==> src/rtl/irq_cause_queue.sv <==
// Interrupt-cause FIFO: captures rising edges of io_irq with their cause word,
// presents them over a valid/ready port and counts events dropped while full.
module irq_cause_queue #(
    parameter int CAUSE_W = 6,
    parameter int DEPTH   = 4,
    parameter int CNT_W   = 8
) (
    input  logic                     clk,
    input  logic                     reset,
    input  logic                     io_irq,
    input  logic [CAUSE_W-1:0]       io_irq_cause,
    input  logic                     io_deq_ready,
    output logic                     io_deq_valid,
    output logic [CAUSE_W-1:0]       io_deq_bits,
    output logic [$clog2(DEPTH):0]   io_count,
    output logic                     io_overflow,
    output logic [CNT_W-1:0]         io_drop_cnt,
    input  logic                     io_clr_overflow
);

    localparam int PTR_W = $clog2(DEPTH);
    localparam logic [PTR_W:0] FULL_COUNT = (PTR_W + 1)'(DEPTH);

    logic [CAUSE_W-1:0] mem [DEPTH];
    logic [PTR_W-1:0]   rd_ptr;
    logic [PTR_W-1:0]   wr_ptr;
    logic [PTR_W:0]     count;
    logic               irq_prev;
    logic               overflow;
    logic [CNT_W-1:0]   drop_cnt;

    logic evt;
    logic full;
    logic deq_fire;
    logic enq_fire;
    logic drop;

    always_comb begin
        evt      = io_irq & ~irq_prev;
        full     = (count == FULL_COUNT);
        deq_fire = io_deq_valid & io_deq_ready;
        // A full queue still accepts an event when the head pops in the same cycle.
        enq_fire = evt & (~full | deq_fire);
        drop     = evt & full & ~deq_fire;
    end

    assign io_deq_valid = (count != '0);
    assign io_deq_bits  = io_deq_valid ? mem[rd_ptr] : '0;
    assign io_count     = count;
    assign io_overflow  = overflow;
    assign io_drop_cnt  = drop_cnt;

    // NOTE: storage has no reset; every entry is written before it can be read.
    always_ff @(posedge clk) begin
        if (!reset && enq_fire) begin
            mem[wr_ptr] <= io_irq_cause;
        end
    end

    // NOTE: sequential state uses non-blocking assignments so all registers
    // update from the same pre-edge values.
    always_ff @(posedge clk) begin
        if (reset) begin
            rd_ptr   <= '0;
            wr_ptr   <= '0;
            count    <= '0;
            irq_prev <= 1'b0;
        end else begin
            irq_prev <= io_irq;
            if (enq_fire) begin
                wr_ptr <= wr_ptr + PTR_W'(1);
            end
            if (deq_fire) begin
                rd_ptr <= rd_ptr + PTR_W'(1);
            end
            if (enq_fire && !deq_fire) begin
                count <= count + (PTR_W + 1)'(1);
            end else if (!enq_fire && deq_fire) begin
                count <= count - (PTR_W + 1)'(1);
            end
        end
    end

    // A drop in the same cycle as a clear wins, restarting the tally at one.
    always_ff @(posedge clk) begin
        if (reset) begin
            overflow <= 1'b0;
            drop_cnt <= '0;
        end else if (drop) begin
            overflow <= 1'b1;
            if (io_clr_overflow) begin
                drop_cnt <= CNT_W'(1);
            end else if (!(&drop_cnt)) begin
                drop_cnt <= drop_cnt + CNT_W'(1);
            end
        end else if (io_clr_overflow) begin
            overflow <= 1'b0;
            drop_cnt <= '0;
        end
    end

endmodule

==> config.mk <==
export PLATFORM = sky130hd
export DESIGN_NAME = irq_cause_queue
export DESIGN_NICKNAME = d
export VERILOG_FILES = /design/src/rtl/irq_cause_queue.sv
export SDC_FILE = /design/constraint.sdc
export NUM_CORES = 1
export LEC_CHECK = 0
export BUFFER_PORTS_ARGS = -buffer_cell sky130_fd_sc_hd__buf_2
export CORE_UTILIZATION = 42
export DETAILED_ROUTE_END_ITERATION = 10
export SKIP_CTS_REPAIR_TIMING = 1
export SLEW_MARGIN = 20
export SYNTH_ARGS = -nofsm -noshare
export SYNTH_HDL_FRONTEND = slang
export SYNTH_SLANG_ARGS = --single-unit
==> constraint.sdc <==
create_clock -name clk -period 2.2 [get_ports clk]
set_clock_uncertainty 0.15 [all_clocks]
set_input_delay 0.11 -clock clk [delete_from_list [all_inputs] [get_ports clk]]
set_output_delay 0.11 -clock clk [all_outputs]
set_load 0.02 [all_outputs]
# Word-level counts from Yosys, hierarchy flattened

Memory sizes are Yosys's and may differ from the RTL's. A register that Yosys moved wholly into a read port is not among the register bits.
Cells that the tools add are included.

Register bits: 17
Memory bits (writable): 24
Input bits: 11
Output and inout bits: 19
Memories: 1

$add $sub $neg: 5
Equality and inequality tests: 2
Mux-type cells: 13
Bitwise operators: 9
Reduce and logical (&&, ||, !) cells: 11

Memories:

| name | depth | width | rd ports | clocked after memory_dff | wr ports | line | RTL |
|---|---|---|---|---|---|---|---|
| mem  | 4     | 6     | 1        | 1                        | 1        | 24   | `logic [CAUSE_W-1:0] mem [DEPTH];` |

Operator list:

| cell                                                               | number |
|---|---|
| 8-bit two-way mux                                                  | 4 |
| 8-bit by 1-bit adder with 8-bit output, second input constant      | 1 |
| 8-bit AND reduction                                                | 1 |
| 3-bit two-way mux                                                  | 2 |
| 6-bit two-way mux                                                  | 1 |
| 1-bit bitwise AND                                                  | 5 |
| 2-bit by 1-bit adder with 2-bit output, second input constant      | 2 |
| 1-bit two-way mux                                                  | 4 |
| 2-bit two-way mux                                                  | 2 |
| 2-bit nonzero test                                                 | 2 |
| 3-bit by 1-bit adder with 3-bit output, second input constant      | 1 |
| 3-bit equality test, second input constant                         | 1 |
| 1-bit logical AND                                                  | 3 |
| 1-bit logical NOT                                                  | 3 |
| 1-bit NOT                                                          | 3 |
| 3-bit nonzero test                                                 | 1 |
| 3-bit by 1-bit subtractor with 3-bit output, second input constant | 1 |
| 2-bit != test, second input constant                               | 1 |
| 2-bit AND reduction                                                | 1 |
| 1-bit OR                                                           | 1 |

# Longest topological paths before layout

Gate-level depths: netlist of run 1.

Depth in word-level cells: 8
Depth in mapped cells: 9
Gate-level depth less buffers: 8

# Worst setup path before layout of run 1

OpenSTA, ideal clock, no wires.

Kind: reg-to-reg
Start: register count[0] (netlist: io_count[0])
End: register count[2] (netlist: io_count[2])
Arrival time: 2.336 ns
Required time: 1.979 ns
Setup slack: -0.357 ns
Cell stages (with the launch flop): 10
Period minus slack after synthesis: 2.557 ns
Path through: dfxtp_1 > or3_1 > clkbuf_1 > nand2_1 > ha_1 > inv_1 > fa_1 > xor2_1 > or3_1 > a21oi_1

Longest elaborated chain between the ends: 7
Elaborated cells between the ends (all ways): 15
Those cells by class: 2 x add/sub; 1 x eq/ne; 2 x mux; 4 x bitwise; 6 x reduce/logical

RTL lines:

| what                         | line | RTL |
|---|---|---|
| start, declared              | 27   | `logic [PTR_W:0] count;` |
| start signal, assigned       | 77   | `count <= count + (PTR_W + 1)'(1);` |
| start signal, assigned       | 79   | `count <= count - (PTR_W + 1)'(1);` |
| 3-bit nonzero test *         | 47   | `assign io_deq_valid = (count != '0);` |
| net io_deq_valid             | 13   | `output logic io_deq_valid,` |
| 1-bit bitwise AND *          | 41   | `deq_fire = io_deq_valid & io_deq_ready;` |
| 1-bit OR                     | 43   | `enq_fire = evt & (~full \| deq_fire);` |
| 1-bit bitwise AND            | 43   |  |
| 1-bit logical NOT            | 78   | `end else if (!enq_fire && deq_fire) begin` |
| 1-bit logical AND            | 78   |  |
| 2-bit nonzero test (no line) | -    |  |

The timed path passes the listed nets; every way through them passes the cells marked *. The select of a mux whose other input is x is not followed.
A chain may end at the register's enable or synchronous reset.

# Worst setup path in the final report of run 1

Start: register count[0] (netlist: io_count[0])
End: register count[2] (netlist: io_count[2])

Longest elaborated chain between the ends: 7
Elaborated cells between the ends (all ways): 15
Those cells by class: 2 x add/sub; 1 x eq/ne; 2 x mux; 4 x bitwise; 6 x reduce/logical

RTL lines:

| what                                                             | line |
|---|---|
| 3-bit nonzero test / 3-bit equality test (equally long branches) | 47, 40 |
| 1-bit bitwise AND / 1-bit NOT (equally long branches)            | 41, 43 |
| 1-bit OR                                                         | 43 |
| 1-bit bitwise AND                                                | 43 |
| 1-bit logical NOT                                                | 78 |
| 1-bit logical AND                                                | 78 |
| 2-bit nonzero test (no line)                                     | - |

Several ways; a longest one is shown, not always the timed one. The select of a mux whose other input is x is not followed.

==> results of run 1 <==
## kinds of logic after synthesis
logic type	Yosys count
muxes	8
xor gates and xnor gates	5
buffers and inverters	9
and+or+nand+nor	56
AOI/OAI and AO/OA	19
adders and majority gates	7
DFF	43
## stage by stage
stage	util	total power [W]
2_1_floorplan	-	0.00158
3_3_place_gp	0.511	0.00176
3_5_place_dp	0.511	0.00180
4_1_cts	0.543	0.00252
5_1_grt	0.563	0.00269
6_report	0.563	0.00253
## where the power goes
| part | leakage, nW | switching [W] | internal (W) |
|---|---|---|---|
| clock | 0.0654 | 0.000263 | 0.000454 |
| sequential | 0.373 | 0.0000857 | 0.000929 |
| combinational | 0.456 | 0.000417 | 0.000382 |
| total | 0.894 | 0.000766 | 0.00176 |
## worst max-delay path, stage by stage (launching register included)
cell     delay, ps
dfxtp_4        370
or3_4          390
nand2_4         90
ha_4           140
inv_1           50
fa_2           340
xor2_1         160
or3_1          320
a21oi_2        130
## placed cells by master (no fill, tap or decap), types with 2 or more instances in the layout
cell           netlist  routed
buf_2                0      29
edfxtp_1            24      24
dfxtp_1             19      17
nor2_1              12      12
and2_1              11      11
a21oi_1              8       7
dlygate4sd3_1        0       7
mux4_2               6       6
nand2_1              6       5
ha_1                 6       5
clkbuf_8             0       5
buf_4                0       5
inv_1                4       4
nor3_1               4       4
xor2_1               4       4
nand3_1              4       4
o21ai_0              4       4
a31oi_1              3       3
nor2b_1              3       3
a211oi_1             3       3
nand2b_1             2       2
and3_1               2       2
mux2i_1              2       2
bufinv_16            0       2
dfxtp_4              0       2
## area by class of cell
class	count	area, um2
Clock inverter	2	60.1
Tap cell	50	62.6
Clock buffer	6	72.6
Multi-Input combinational cell	95	763
Fill cell	366	1810
Sequential cell	43	1110
Timing Repair Buffer	41	253
Inverter	4	15.0
## cells in the mapped netlist
cell type  number  area [um2]
mux4_2          6         135
nor2b_1         3        18.8
ha_1            6        75.1
and4_1          1        8.76
buf_1           1        3.75
mux2i_1         2        20.0
or3_1           2        12.5
dfxtp_1        19         380
inv_1           4        15.0
and3_1          2        12.5
nand2_1         6        22.5
xnor2_1         1        8.76
nor2_1         12        45.0
o21ai_0         4        20.0
edfxtp_1       24         721
nand4_1         1        6.26
nor4_1          1        6.26
a31oi_1         3        18.8
nor3_1          4        20.0
or2_2           1        6.26
fa_1            1        20.0
nand3_1         4        20.0
a21oi_1         8        40.0
nor4b_1         1        8.76
or4b_4          1        13.8
nor4_4          1        21.3
xor2_1          4        35.0
nor2_2          1        6.26
a311oi_1        1        8.76
clkbuf_1        4        15.0
nand3b_1        1        7.51
and2_1         11        68.8
nand2b_1        2        12.5
nor3_2          1        10.0
a211oi_1        3        22.5
## worst paths after layout
path            endpoint  depth (start not counted)
max          io_count[2]                          8
min          io_overflow                          3
max reg2reg  io_count[2]                          8
min reg2reg  io_overflow                          2
## flip-flops by register name, indices dropped and copies added, names as in the netlist, named ones only
signal,count
wr_ptr,2
io_drop_cnt,8
io_count,3
io_overflow,1
mem,24
irq_prev,1
rd_ptr,2
## layer usage
metal / GRT usage / part of all wire
met1: 0.183 / 0.44
met2: 0.308 / 0.52
met3: 0.0362 / 0.027
met4: 0.0703 / 0.012
met5: 0 / 0
==> summary.md, run 1 <==
| Metric | Value |
|---|---|
| Outcome | `finished with violations` |
| Violated checks | `hold timing` |
| Main combinational cell family by area after synthesis | `simple AND/OR/NAND/NOR gates` |
| Design Area, Final | `2330 um2` |
| Placed instance count | `225` |
| Share of cells above drive strength 1 | `0.309` |
| Netlist cell types | `35` |
| Reg-to-reg startpoint | `io_count[0]` |
| Post-synthesis adder-cell area fraction | `0.0509` |
| Clk_lat worst skew | `280 ps` |
| Fmax | `456 MHz` |
| DRC errors left | `0` |
| Max Cap Violations | `0` |
| ANT nets after route | `0` |
| Critical path peak fanout | `6` |
| GRT Util Overall | `0.167` |
| Hold Path Class | `in -> reg` |
| Global-route wire length before repair | `5.58 mm` |
| Die height | `68.7 um` |
| Req. time, crit path | `2270 ps` |
| Initial detailed-routing violation count | `61` |
| Starting Density | `0.450` |
| Synth Area in Compound Gates | `0.0590` |
| Port bufs | `29` |
| Rows | `23` |
| WL final | `3.56 mm` |
| TritonCTS clock tree | `done` |
| Layout Cells excl Fill | `241` |
| Clock Pin Slew Worst Setup and Hold Paths | `80 ps` |
| CORE AREA | `4140 um2` |
| Mux contribution to synthesized area | `0.0831` |
| Syn Nets | `165` |
| Lkg Pwr | `0.894 nW` |
| Syn. warnings | `0` |
| Placer Congestion | `0.804` |
| Final worst slack | `9.23 ps` |
| Post-Synth XOR/XNOR Area | `0.0235` |
| Clk root buf | `clkbuf_8` |
| DP HPWL | `2.55 mm` |
| Final Critical Period | `2190 ps` |
| Initial antenna violation count | `0` |
| Post-synthesis sequential area ratio | `0.590` |
| Rel. slew slack | `0.714` |
| Final worst-path cycle share | `0.996` |
| Worst Setup Start Kind | `flop` |
| Fin nets | `208` |
| Critical Path Source | `io_count[0]` |
| Die span in x | `68.7 um` |
| Total grt overflow | `0` |
| Area delta synth->final | `25.1%` |
| RSZ-0062 raised after global routing | `yes` |
| Number of max-slew violations in the final report | `0` |
| Power Density | `1080 nW/um2` |
| TNS Setup | `0 ps` |
| Setup violators final | `0` |
| H-tree levels | `2` |
| Largest net degree at the start of global routing | `14` |
| CTS Buf Count | `5` |
| Vias in the first global route | `1,264` |
| WL per Instance | `14.8 um` |
| Antenna cells | `0` |
| DRT Pass-1 Iters | `4` |
| Avg Inst Size Synth | `12.7 um2` |
| I/O pin count | `30` |
| Dpl ws | `-32.5 ps` |
| Register bit total from synthesis | `43` |
| Endpoints failing hold | `3` |
| Peak supply drop | `0.467 mV` |
| Max clock buf depth | `2` |
| Simple-gate area share of the yosys netlist | `0.176` |
| Die outline area | `4720 um2` |
| Synth Instances | `147` |
| Worst Tran Pin Value | `429 ps` |
| Syn Std Cell Area | `1870 um2` |
| Clock sink count | `43` |
| Min-delay src | `io_clr_overflow` |
| CP arrival | `2260 ps` |
| Vias per cell | `5.29` |
| Placed inst area | `2120 um2` |
| Min Hold Slack | `-20.2 ps` |
| Via count | `1,276` |
| Crit. End Element | `flop` |
| R2r setup slk | `9 ps` |
| WS Path Type | `reg -> reg` |
Note: power is estimated with default switching activity, not from simulation.
==> run 2: changes to the inputs <==
--- a/config.mk
+++ b/config.mk
@@ -7,7 +7,9 @@
 export LEC_CHECK = 0
 export BUFFER_PORTS_ARGS = -buffer_cell sky130_fd_sc_hd__buf_2
 export CORE_UTILIZATION = 42
+export CTS_CLUSTER_DIAMETER = 30
 export DETAILED_ROUTE_END_ITERATION = 10
+export SETUP_SLACK_MARGIN = 0.05
 export SKIP_CTS_REPAIR_TIMING = 1
 export SLEW_MARGIN = 20
 export SYNTH_ARGS = -nofsm -noshare
==> summary.md, run 2 (synthesis results as in run 1) <==
| Metric | Value |
|---|---|
| Outcome | `finished with violations` |
| Violated checks | `hold timing` |
| Clk pwr share | `0.283` |
| Worst Tran Pin Value | `370 ps` |
| Final Critical Period | `2190 ps` |
| Pint | `0.00177 W` |
| Fin nets | `208` |
| Global-route wire length before repair | `5.58 mm` |
| H-tree levels | `2` |
| Switch share | `0.302` |
| Total grt overflow | `0` |
| Number of max-slew violations in the final report | `0` |
| Power Total | `0.00253 W` |
| Vias in the first global route | `1,264` |
| Buf/Inv on CP | `1` |
| ANT nets after route | `0` |
| GRT Util Overall | `0.167` |
| Critical path peak fanout | `6` |
| Clk_lat worst skew | `280 ps` |
| DRT Pass-1 Iters | `4` |
| Max clock buf depth | `2` |
| Largest net degree at the start of global routing | `14` |
| Fmax | `456 MHz` |
| TNS Setup | `0 ps` |
| I/O pin count | `30` |
| Starting Density | `0.450` |
| Area delta synth->final | `25.1%` |
| Peak supply drop | `0.468 mV` |
| Endpoints failing hold | `3` |
| CP cell instances | `or3_4, nand2_4, ha_4, inv_1, fa_2, xor2_1, or3_1, a21oi_2` |
| Most common library cell in the layout ignoring fill and taps | `buf_2` |
| DP HPWL | `2.55 mm` |
| CP max-delay cell | `or3_4` |
| Min Hold Slack | `-20.2 ps` |
| Antenna cells | `0` |
| Vias per cell | `5.29` |
| Setup violators final | `0` |
| TritonCTS clock tree | `done` |
| Psw | `0.000766 W` |
| Port bufs | `29` |
| Rel. slew slack | `0.750` |
| Req. time, crit path | `2270 ps` |
| Hold Path Class | `in -> reg` |
| Reg with most FFs | `mem` |
| WL per Instance | `14.8 um` |
| Initial antenna violation count | `0` |
| RSZ-0062 raised after global routing | `yes` |
| Largest stage delay, worst path | `390 ps` |
| Top delay family on crit path | `simple AND/OR/NAND/NOR gates` |
| Lkg Pwr | `0.895 nW` |
| WS Path Type | `reg -> reg` |
| Final worst-path cycle share | `0.996` |
| Rows | `23` |
| WL final | `3.56 mm` |
| Die height | `68.7 um` |
| Comb power frac | `0.315` |
| Max reg flops | `24` |
| Final worst slack | `9.23 ps` |
| Via count | `1,276` |
| Final Util | `0.564` |
| CP arrival | `2260 ps` |
| CTS Buf Count | `5` |
| Initial detailed-routing violation count | `61` |
| CORE AREA | `4140 um2` |
| Clock sink count | `43` |
| Max Cap Violations | `0` |
| Die span in x | `68.7 um` |
| Share of cells above drive strength 1 | `0.314` |
| Power Density | `1080 nW/um2` |
| Crit. End Element | `flop` |
| Die outline area | `4720 um2` |
| Seq pwr share | `0.402` |
| Most frequent cells in the layout | `buf_2, edfxtp_1, dfxtp_1` |
| DRC errors left | `0` |
| Placer Congestion | `0.804` |
| Worst Setup Start Kind | `flop` |
| Clock Pin Slew Worst Setup and Hold Paths | `80 ps` |
| Dpl ws | `-32.5 ps` |
| Clk root buf | `clkbuf_8` |
-- run 2: cell counts in the layout (fill, tap and decap cells not counted) --
No cell type changed its count.
-- run 2: through the flow --
stage,instances,hold WS [ps],area (um2)
floorplan,147,31.6,1910
global placement,225,170,2120
detailed placement,225,181,2120
CTS,233,-122,2250
global route,241,0.0867,2340
finish,241,-20.2,2340
-- run 2: per-layer routing --
metal	routed length [um]	global-route usage
met2	1840	0.308
met1	1580	0.183
met5	0	0
met3	96	0.0362
met4	43	0.0703
-- run 2: cell type report --
cell class / count / area, um2
Clock inverter: 2 / 60.1
Fill cell: 365 / 1810
Tap cell: 50 / 62.6
Multi-Input combinational cell: 95 / 763
Timing Repair Buffer: 41 / 253
Inverter: 4 / 15.0
Clock buffer: 6 / 72.6
Sequential cell: 43 / 1110
-- run 2: worst paths after layout --
check                   from  cells past startpoint           to  slack, ps
max              io_count[0]                      8  io_count[2]          9
max reg2reg      io_count[0]                      8  io_count[2]          9
min reg2reg      io_overflow                      2  io_overflow        330
min          io_clr_overflow                      3  io_overflow        -20
-- run 2: power by group through the flow --
stage	combinational, W	clock (W)	sequential [W]
finish	0.000799	0.000717	0.00102
global route	0.000892	0.000765	0.00103
CTS	0.000763	0.000732	0.00103
detailed placement	0.000760	0	0.00104
global placement	0.000727	0	0.00103
floorplan	0.000544	0	0.00103
-- run 2: worst reg2reg max path, stage by stage, from the launching register on --
cell     delay (ps)
dfxtp_4         370
or3_4           390
nand2_4          90
ha_4            140
inv_1            50
fa_2            340
xor2_1          160
or3_1           320
a21oi_2         130
==> run 3: changes to the inputs <==
--- a/config.mk
+++ b/config.mk
@@ -6,7 +6,7 @@
 export NUM_CORES = 1
 export LEC_CHECK = 0
 export BUFFER_PORTS_ARGS = -buffer_cell sky130_fd_sc_hd__buf_2
-export CORE_UTILIZATION = 42
+export CORE_UTILIZATION = 41
 export CTS_CLUSTER_DIAMETER = 30
 export DETAILED_ROUTE_END_ITERATION = 10
 export SETUP_SLACK_MARGIN = 0.05
==> summary.md, run 3 (synthesis results as in run 1) <==
| Metric | Value |
|---|---|
| GRT Util Overall | `0.162` |
| Clk root buf | `clkbuf_8` |
| Fin nets | `212` |
| DRC errors left | `0` |
| WL per Instance | `15.4 um` |
| WL final | `3.80 mm` |
| M1 GR Usage | `0.188` |
| R2r setup slk | `80 ps` |
| Worst Setup Start Kind | `flop` |
| Placed inst area | `2130 um2` |
| Design Area, Final | `2340 um2` |
| Hold path depth | `4` |
| Critical path peak fanout | `2` |
| Clk pwr share | `0.221` |
| Fmax | `471 MHz` |
| FF-to-FF End | `io_count[2]` |
| Min Hold Slack | `76.9 ps` |
| TNS Setup | `0 ps` |
| Worst Tran Pin Value | `414 ps` |
| CP arrival | `2210 ps` |
| H-tree levels | `2` |
| Power Density | `1010 nW/um2` |
| Req. time, crit path | `2290 ps` |
| Switch share | `0.341` |
| Endpoints failing hold | `0` |
| WS Path Type | `reg -> reg` |
| Rows | `24` |
| Vias per cell | `5.23` |
| Total grt overflow | `0` |
| Fillers | `381` |
| Die outline area | `4830 um2` |
| Antenna cells | `0` |
| Share of cells above drive strength 1 | `0.328` |
| Via count | `1,292` |
| Most common library cell in the layout ignoring fill and taps | `buf_2` |
| Port bufs | `29` |
| Dpl ws | `17.7 ps` |
| Hold Path Class | `in -> reg` |
| I/O pin count | `30` |
| TritonCTS clock tree | `done` |
| DP HPWL | `2.69 mm` |
| Crit. End Element | `flop` |
| Rel. slew slack | `0.724` |
| Area delta synth->final | `25.2%` |
| Final worst slack | `75.3 ps` |
| Vias in the first global route | `1,301` |
| Met3 GRT Util | `0.0523` |
| Final Util | `0.537` |
| Outcome | `completed` |
| Die height | `69.5 um` |
| Hold Path Sink | `rd_ptr[0]` |
| Final worst-path cycle share | `0.966` |
| Die span in x | `69.5 um` |
| Clock sink count | `43` |
| CTS Buf Count | `5` |
| Met2 usage | `0.279` |
| Starting Density | `0.429` |
| Reg-to-reg startpoint | `io_count[1]` |
| Lkg Pwr | `0.889 nW` |
| Comb power frac | `0.350` |
| RSZ-0062 raised after global routing | `yes` |
| CORE AREA | `4350 um2` |
| Final Critical Period | `2120 ps` |
| DRT Pass-1 Iters | `4` |
| Pint | `0.00155 W` |
| Number of max-slew violations in the final report | `0` |
| Most frequent cells in the layout | `buf_2, edfxtp_1, dfxtp_1` |
| Setup violators final | `0` |
| Initial detailed-routing violation count | `59` |
| Max Cap Violations | `0` |
| Peak supply drop | `0.622 mV` |
| Placer Congestion | `0.876` |
| Global-route wire length before repair | `5.98 mm` |
| Max reg flops | `24` |
| Most used routing layer | `met2` |
| Reg with most FFs | `mem` |
| Clk_lat worst skew | `300 ps` |
| Max clock buf depth | `2` |
| Clock Pin Slew Worst Setup and Hold Paths | `80 ps` |
| ANT nets after route | `0` |
| Largest net degree at the start of global routing | `16` |
| Initial antenna violation count | `0` |
| Reg2Reg Depth | `8` |
| Min-delay src | `io_deq_ready` |
| Seq pwr share | `0.429` |
| Psw | `0.000801 W` |
## run 3: critical path, stage by stage (launching register included)
cell	delay (ps)
dfxtp_4	350
or3_4	400
nand2_4	90
ha_4	150
inv_2	40
fa_2	330
xor2_1	150
or3_1	300
a21oi_1	120
## run 3: area by class of cell
class	count	area (um2)	share of cell area
sequential	43	1110	0.474
multi-input combinational	95	768	0.329
timing repair buffer	45	288	0.123
clock buffer	5	68.8	0.0294
tap	52	65.1	0.0278
clock inverter	3	23.8	0.0102
inverter	4	15.0	0.00642
## run 3: power groups by stage
stage | combinational (W) | sequential (W) | clock, W
after floorplan | 0.000544 | 0.00103 | 0
after global placement | 0.000741 | 0.00103 | 0
after detailed placement | 0.000768 | 0.00103 | 0
after CTS | 0.000775 | 0.00102 | 0.000535
after global routing | 0.000887 | 0.00102 | 0.000562
final | 0.000823 | 0.00101 | 0.000520
## run 3: per-layer routing
metal	routed length (um)	up-vias
met4	51	0
met2	1900	25
li1	-	631
met1	1700	630
met3	147	6
met5	0	-
## run 3: through the flow
stage	std cells	power, W
CTS	236	0.00233
floorplan	147	0.00158
global route	247	0.00247
finish	247	0.00235
global placement	228	0.00177
detailed placement	228	0.00180
## run 3: worst max-delay path by stage
stage / from / end / slack, ps / cells after the start
final: io_count[1] / io_count[2] / 80 / 8
after global routing: io_count[1] / io_count[2] / 3 / 8
after CTS: io_count[1] / io_count[2] / -10 / 9
after detailed placement: io_count[0] / io_count[2] / 20 / 8
after global placement: io_count[0] / io_count[2] / 80 / 8
after floorplan: io_count[1] / io_count[2] / -50 / 9
